[src/rtl/adder_pkg.sv]
// ============================================================================
// Module      : adder_pkg
// Description : Shared types and sizing helpers for the multi-cycle adder.
// Revision    : 1.0 - initial release
// ============================================================================
`default_nettype none

package adder_pkg;

    typedef enum logic [1:0] {
        IDLE = 2'd0,
        BUSY = 2'd1,
        DONE = 2'd2
    } adder_state_e;

    function automatic int unsigned calc_nchunk(input int unsigned width,
                                                input int unsigned chunk);
        return width / chunk;
    endfunction

    // A one-chunk build still needs a 1-bit index so the counter has a width.
    function automatic int unsigned calc_idx_w(input int unsigned nchunk);
        return (nchunk > 1) ? $clog2(nchunk) : 1;
    endfunction

endpackage

`default_nettype wire

[src/rtl/adder_chunk.sv]
// ============================================================================
// Module      : adder_chunk
// Description : Purely combinational CHUNK-bit adder with carry in and out.
// Revision    : 1.0 - initial release
// ============================================================================
`default_nettype none

module adder_chunk #(
    parameter int unsigned CHUNK = 32
) (
    input  logic [CHUNK-1:0] a,
    input  logic [CHUNK-1:0] b,
    input  logic             cin,
    output logic [CHUNK-1:0] s,
    output logic             c
);

    assign {c, s} = {1'b0, a} + {1'b0, b} + (CHUNK+1)'(cin);

endmodule

`default_nettype wire

[src/rtl/multi_cycle_adder.sv]
// ============================================================================
// Module      : multi_cycle_adder
// Description : Computes {cout,sum} = a + b + cin one CHUNK slice per clock
//               behind valid/ready handshakes. Define MULTI_CYCLE_ADDER_SUB_EN
//               to add the 'sub' port (b stored inverted on accept).
// Revision    : 1.0 - initial release
// ============================================================================
`default_nettype none

module multi_cycle_adder
    import adder_pkg::*;
#(
    parameter int unsigned WIDTH = 256,
    parameter int unsigned CHUNK = 32
) (
    input  logic             clk,
    input  logic             rst_n,
    input  logic             in_valid,
    output logic             in_ready,
    input  logic [WIDTH-1:0] a,
    input  logic [WIDTH-1:0] b,
    input  logic             cin,
`ifdef MULTI_CYCLE_ADDER_SUB_EN
    input  logic             sub,
`endif
    output logic             out_valid,
    input  logic             out_ready,
    output logic [WIDTH-1:0] sum,
    output logic             cout
);

    localparam int unsigned              c_nchunk   = calc_nchunk(WIDTH, CHUNK);
    localparam int unsigned              c_idx_w    = calc_idx_w(c_nchunk);
    localparam logic [c_idx_w-1:0]       c_last_idx = c_idx_w'(c_nchunk - 1);

    generate
        if ((WIDTH % CHUNK) != 0) begin : g_bad_chunk
            $error("multi_cycle_adder: WIDTH must be a multiple of CHUNK");
        end
    endgenerate

    adder_state_e       state_q, state_d;
    logic [c_idx_w-1:0] idx_q,   idx_d;
    logic               carry_q, carry_d;
    logic [WIDTH-1:0]   a_q,     a_d;
    logic [WIDTH-1:0]   b_q,     b_d;
    logic [WIDTH-1:0]   sum_q,   sum_d;
    logic               cout_q,  cout_d;

    logic               w_accept;
    logic [CHUNK-1:0]   w_chunk_a;
    logic [CHUNK-1:0]   w_chunk_b;
    logic [CHUNK-1:0]   w_chunk_s;
    logic               w_chunk_c;

    assign in_ready  = (state_q == IDLE) || ((state_q == DONE) && out_ready);
    assign out_valid = (state_q == DONE);
    assign sum       = sum_q;
    assign cout      = cout_q;
    assign w_accept  = in_valid && in_ready;

    // One shared adder; the index selects which slice it sees each cycle.
    assign w_chunk_a = a_q[idx_q*CHUNK +: CHUNK];
    assign w_chunk_b = b_q[idx_q*CHUNK +: CHUNK];

    adder_chunk #(
        .CHUNK (CHUNK)
    ) u_chunk (
        .a   (w_chunk_a),
        .b   (w_chunk_b),
        .cin (carry_q),
        .s   (w_chunk_s),
        .c   (w_chunk_c)
    );

    always_comb begin
        state_d = state_q;
        idx_d   = idx_q;
        carry_d = carry_q;
        a_d     = a_q;
        b_d     = b_q;
        sum_d   = sum_q;
        cout_d  = cout_q;

        if (w_accept) begin
            a_d     = a;
`ifdef MULTI_CYCLE_ADDER_SUB_EN
            b_d     = sub ? ~b : b;
`else
            b_d     = b;
`endif
            carry_d = cin;
            idx_d   = '0;
            state_d = BUSY;
        end else begin
            case (state_q)
                BUSY: begin
                    sum_d[idx_q*CHUNK +: CHUNK] = w_chunk_s;
                    carry_d = w_chunk_c;
                    if (idx_q == c_last_idx) begin
                        cout_d  = w_chunk_c;
                        idx_d   = '0;
                        state_d = DONE;
                    end else begin
                        idx_d = idx_q + c_idx_w'(1);
                    end
                end
                DONE: begin
                    if (out_ready) begin
                        state_d = IDLE;
                    end
                end
                default: ;
            endcase
        end
    end

    always_ff @(posedge clk or negedge rst_n) begin
        if (!rst_n) begin
            state_q <= IDLE;
            idx_q   <= '0;
            carry_q <= 1'b0;
            a_q     <= '0;
            b_q     <= '0;
            sum_q   <= '0;
            cout_q  <= 1'b0;
        end else begin
            state_q <= state_d;
            idx_q   <= idx_d;
            carry_q <= carry_d;
            a_q     <= a_d;
            b_q     <= b_d;
            sum_q   <= sum_d;
            cout_q  <= cout_d;
        end
    end

endmodule

`default_nettype wire
[config.mk]
export PLATFORM = sky130hd
export DESIGN_NAME = multi_cycle_adder
export DESIGN_NICKNAME = d
export VERILOG_FILES = /design/src/rtl/adder_pkg.sv /design/src/rtl/adder_chunk.sv /design/src/rtl/multi_cycle_adder.sv
export SDC_FILE = /design/constraint.sdc
export NUM_CORES = 2
export LEC_CHECK = 0
export ABC_AREA = 1
export BUFFER_PORTS_ARGS = -buffer_cell sky130_fd_sc_hd__buf_4
export CAP_MARGIN = 20
export CORE_AREA = 2 2 300 302
export DETAILED_ROUTE_END_ITERATION = 6
export DIE_AREA = 0 0 302 304
export GPL_TIMING_DRIVEN = 0
export SETUP_SLACK_MARGIN = 0.05
export SYNTH_ARGS = -nofsm -noshare
export SYNTH_HDL_FRONTEND = slang
export SYNTH_SLANG_ARGS = --single-unit
[constraint.sdc]
create_clock -name clk -period 5.64 [get_ports clk]
set_clock_uncertainty 0.05 [all_clocks]
set_input_delay 1.128 -clock clk [delete_from_list [all_inputs] [get_ports clk]]
set_output_delay 1.128 -clock clk [all_outputs]
set_load 0.01 [all_outputs]
Word level (Yosys, flattened, before mapping)
Index checks and enable logic that the tools add are counted.
Storage, ports and cells
  flip-flop bits (word level): 775
  latch bits: 0
  memory bits (writable): 0
  ROM bits: 0
  bits of input ports: 517
  word-level logic and storage cells: 40
  memories: 0
Operators by class
  add/sub/neg operators: 4
  multiply operators: 0
  div/mod/pow operators: 0
  $lt $le $gt $ge: 0
  equal/unequal tests: 5
  shift-type cells: 4
  multiplexer cells: 10
  bitwise gates (word level): 1
  reductions and logical operators: 9
Operators by type and width (count)
  $shiftx A256 B9 Y32: 2
  $bwmux W256: 1
  $shift A32 B34 Y256 const A: 1
  $shiftx A32 B34 Y256: 1
  $neg A8 Y34: 1
  $add A32 B32 Y33: 1
  $add A33 B1 Y33: 1
  $mux W3: 3
  $mux W2: 3
  $reduce_and A3 Y1: 2
  $pmux W2 S2: 1
  $add A3 B1 Y3 const B: 1
  $eq A3 B3 Y1 const B: 1
  $ne A3 B1 Y1 const B: 1
  $ne A3 B3 Y1 const B: 1
  $reduce_bool A3 Y1: 1
  $eq A2 B1 Y1 const B: 1
  $eq A2 B2 Y1 const B: 1
  $logic_and A1 B1 Y1: 2
  $logic_not A2 Y1: 1
  $mux W1: 2
  $reduce_and A2 Y1: 1
  $reduce_bool A2 Y1: 1
  $logic_or A1 B1 Y1: 1
  $not A1 Y1: 1

Logic depth before layout (Yosys ltp)
  word-level depth: 6
  mapped depth: 24

Cells and area by module
Synthesis repeated with hierarchy kept, for this count alone.
Second synthesis, totals
  cell total of the unflattened synthesis: 5161
  area, all modules: 37454.7 um2
Modules (own cells, without submodules)
  multi_cycle_adder: times used 1, cells each 4656, area each 35061.1 um2, seq. area each 19393.6 um2
  adder_chunk: times used 1, cells each 505, area each 2393.5 um2, seq. area each 0.0 um2

Worst setup path after synthesis
Ideal clock, no wire load.
  path type: reg-to-reg
  from: register idx_q[0]
  to: register sum_q[212], in the netlist sum[212]
  data arrival time: 3.200 ns
  data required time: 5.471 ns
  setup slack: 2.271 ns
  stages on the path, launching flop included: 23
  path buffers: 4
  cells stage by stage: dfrtp_1 buf_6 inv_2 buf_2 buf_2 buf_2 o21ai_0 o22ai_1 nor2_1 a31oi_1 fa_1 fa_1 nand3_1 nand3_1 nand3_1 nand3b_1 nand2_1 nand2_1 nand2_1 nand2_1 nand2_1 nand2_1 o21a_1
Between the ends
  cells in the longest elaborated chain, start to end: 5
  elaborated cells between the ends (all ways): 8
  classes of those cells: add/sub: 3; shift: 4; mux: 1
Ends and longest elaborated chain
  start: declaration: RTL line multi_cycle_adder.sv:43  | logic [c_idx_w-1:0] idx_q, idx_d;
  start signal: assignment: RTL line multi_cycle_adder.sv:129  | idx_q <= idx_d;
  $shiftx A256 B9 Y32, on equally long branches: RTL line multi_cycle_adder.sv:63, multi_cycle_adder.sv:64
  $add A32 B32 Y33: RTL line adder_chunk.sv:18  | assign {c, s} = {1'b0, a} + {1'b0, b} + (CHUNK+1)'(cin);
  $add A33 B1 Y33: RTL line adder_chunk.sv:18
  $shiftx A32 B34 Y256: RTL line multi_cycle_adder.sv:98  | sum_d[idx_q*CHUNK +: CHUNK] = w_chunk_s;
  $bwmux W256 (*): RTL line multi_cycle_adder.sv:98
  end signal: assignment: RTL line multi_cycle_adder.sv:133  | sum_q <= sum_d;
  end: declaration: RTL line multi_cycle_adder.sv:47  | logic [WIDTH-1:0] sum_q, sum_d;
Every way passes the cells marked *; elsewhere a longest branch is shown, timed or not.
A chain may end at the register's enable or synchronous reset.

Final worst setup path
  from: register idx_q[0]
  to: register sum_q[171], in the netlist sum[171]
Same word-level chain as after synthesis.

==> metrics.txt <==
Post-synth ARST share=between 90% and 100%; CTS Hold Bufs=0; Hold Vio Cnt, Final=0; Clock Latency Late Sink=0.66 ns; Die Y=304 microns; ANT nets after route=0; gr usage total=approximately a third; xor/xnor cell area share of the yosys netlist=less than 1%; Placement Cell Area=around 44000 sq um; Final min period=roughly 5.4 ns; routed wire length=roughly 160000 microns; reg2reg path depth=18; area leader, netlist=dfrtp_1; period utilization=95.6%; leading post-synthesis cells by cell area=dfrtp_1, nand2_1, nor2_1; Fillers=approximately 9000; Cell variety after synth=slightly above 40; Final Power=11.6 mW; H-tree levels=3; clk slew on worst S/H paths=~0.07 ns; vias per inst=roughly 5.3; startpoint types=flip-flop; worst min-delay path category=in -> async; clock network fraction of total power=48.1%; adder-cell share of the synthesized area=between 1.5 and 2%; CP top delay family=buffers and inverters; Final Util=52.3%; max incr delay on CP=roughly 0.83 ns; DRC violation count after routing=0; cells after synthesis=roughly 4700; Setup Fix Bufs, Post-CTS=0; DR iter-0 viols=approximately 3400; peak supply drop=about 0.23 mV; CTS tree=built; drt first pass iters=7; switching power as a share of total power=between 20% and 30%; CTS resizes=2; logic gate share of total power=4.1%; final instance area=approximately 47000 sq um; pwr/cell area=approximately 250 nW/um^2; Vias=roughly 36000; PortBufs=between 700 and 800; relative slew slack=between 20% and 30%; Hold WS=0.368 ns; Max Clock Freq=186 MHz; status=finished, final reports clean; Yosys reg bits=approximately 780; global-route track usage on met2=58.7%; share of layout cells above drive strength 1=~18%; Int Pwr=around 9 mW; Post-synth EDFFs=0; fin worst setup slack=~0.25 ns; pre-CTS setup slack=-0.00423 ns; Worst Tran Pin Value=roughly 1.2 ns; post-DP HPWL=approximately 130000 microns; switching pwr=2.65 mW; top_reg_cell synth=dfrtp_1; Die W=~300 microns; DIE AREA=91800 sq um; first-pass GRT wire length=between 200000 and 250000 microns; CP max stage cell=xor2_1; Setup CP Type=reg -> reg; CP most frequent cell=nand2_1; largest net degree at the start of global routing=between 100 and 150; GRT overflow=0; Flop pwr share=a little under half; CTS Root Cell=clkbuf_16; compound-cell area share of the yosys netlist=under 10%; drt wl/cell=about 24 microns; Leakage=about 26 nW; GR Util met1=between 40% and 50%; multiplexer area fraction after synthesis=less than 1%; Crit path required time=6.16 ns; main combinational cell family by area after synthesis=simple AND/OR/NAND/NOR gates; syn_area_per_cell=7.73 sq um; synthesized area=approximately 36000 sq um; crit path buf inv count=5; vias in the first global route=roughly 35000; WP data arrival=between 5 and 6 ns; CORE AREA=about 89000 sq um; maximum clock path buffer count=3; top-area cell type share of the netlist area=between 50% and 60%; net count after synthesis=roughly 5300; NumNets Final=6118; Setup-failing EPs final=0; worst-path fanout max=10; Site Rows=110; setup repair after global routing missed its margin=no; number of warnings issued by yosys=0; Slew Limit Fails=0; routability cong.=roughly 0.96; max-cap violation count=0; crit end category=flip-flop; register area share after synthesis=roughly 53%; antenna violations before repair=9; Clock Sinks=775; busiest grt layer=met2; met3 track demand over resource=6.33%; IO Pins=around 780; CP Cell Sequence=buf_6 > inv_2 > clkbuf_4 > buf_2 > buf_2 > o21ai_0 > o22ai_1 > nor2_1 > a31oi_1 > ha_1 > nand2_1 > nand2_1 > nand2_1 > nand2_1 > nand3b_1 > xor2_1 > nand3_1 > o21ai_1; Starting Density=a little over 40%; Simple-Gate Fraction of Synth Area=roughly 29%; CTS buffer count=between 80 and 90; CP Depth=18; synth-to-layout area growth=28.4%
cell usage in the layout, fill, tap and decap left out, types with 7 or more instances in the layout:
cell type / count
nand2_1: 2050
dfrtp_1: 775
buf_4: 775
nor2_1: 511
o21ai_0: 275
clkbuf_1: 212
inv_1: 210
o21ai_1: 112
clkbuf_16: 83
nand3_1: 80
a31oi_1: 68
o22ai_1: 64
buf_2: 46
a21oi_1: 43
ha_1: 41
mux2i_1: 33
or2_2: 25
a21boi_1: 24
buf_1: 22
clkbuf_8: 20
inv_2: 17
or2_1: 16
o21ai_2: 10
clkinv_2: 10
nor3_1: 8
nand4_1: 8
o21a_1: 8
xor2_2: 7
buf_16: 7
worst reg2reg max path: cells and delay by family, from the launching register on:
family,cells,cell delay [ns]
AOI/OAI and AO/OA,4,1.18
and+or+nand+nor,7,0.90
adders and majority gates,1,0.43
DFF,1,0.43
xor gates and xnor gates,1,0.83
buffers and inverters,5,1.50
metrics by stage:
step           cells  setup TNS [ns]
2_1_floorplan   4690               0
3_3_place_gp    6641        -4420.12
3_5_place_dp    6649         -0.0105
4_1_cts         6795               0
5_1_grt         6797               0
6_report        6801               0
final timing paths:
check                                     start                    to  slack (ns)
min in group clk           b_q[110]$_DFFE_PN0P_  b_q[110]$_DFFE_PN0P_        0.42
hold / removal                            rst_n  sum[213]$_DFFE_PN0P_        0.37
hold reg to reg            b_q[110]$_DFFE_PN0P_  b_q[110]$_DFFE_PN0P_        0.42
setup / recovery           idx_q[0]$_DFFE_PN0P_  sum[171]$_DFFE_PN0P_        0.25
setup reg to reg           idx_q[0]$_DFFE_PN0P_  sum[171]$_DFFE_PN0P_        0.25
max in group asynchronous                 rst_n   a_q[38]$_DFFE_PN0P_        3.18
per-layer routing:
layer | vias up | wire length [microns] | part of all wire [%]
met5 | - | 21 | 0.013
met4 | 4 | 8510 | 5.2
met3 | 342 | 13300 | 8.1
met2 | 1716 | 78200 | 48
met1 | 17280 | 64400 | 39
li1 | 16475 | - | -
layout make-up:
class                           count  area [sq um]  share of cell area, %
Multi-Input combinational cell   3417         14900                   32.1
Timing Repair Buffer              784          6040                   13.0
Tap cell                         1176          1470                   3.16
Buffer                            269          1110                   2.39
Clock buffer                      123          2430                   5.21
Clock inverter                     23           305                  0.656
Antenna cell                        6          15.0                 0.0322
Sequential cell                   775         19400                   41.6
Inverter                          228           858                   1.84
power groups by stage:
stage               clock, mW  combinational (mW)  sequential [mW]
floorplan                   0          0.00000757             5.66
global placement            0               0.459             5.66
detailed placement          0               0.476             5.66
CTS                      5.62               0.477             5.56
global route             5.86               0.501             5.56
finish                   5.59               0.472             5.56
logic make-up after synthesis:
| group | count (synthesis) |
|---|---|
| mux | 34 |
| xor+xnor | 14 |
| flops | 775 |
| compound gates | 608 |
| simple gates | 2718 |
| buf+inv | 498 |
| fa+ha+maj | 43 |
cell usage after synthesis, types with 24 or more instances:
cell      instances
o21ai_1         112
mux2i_1          33
a21boi_1         24
nand2_1        2050
nand3_1          80
buf_2            47
inv_1           210
nor2_1          511
or2_2            25
dfrtp_1         775
o22ai_1          64
a21oi_1          43
o21ai_0         275
clkbuf_1        195
a31oi_1          68
ha_1             41
flip-flops by register name, indices dropped and copies added, names as in the netlist:
signal   count
a_q        256
b_q        256
sum        256
idx_q        3
state_q      2
carry_q      1
cout         1
Power figures use the tool's default switching activity.
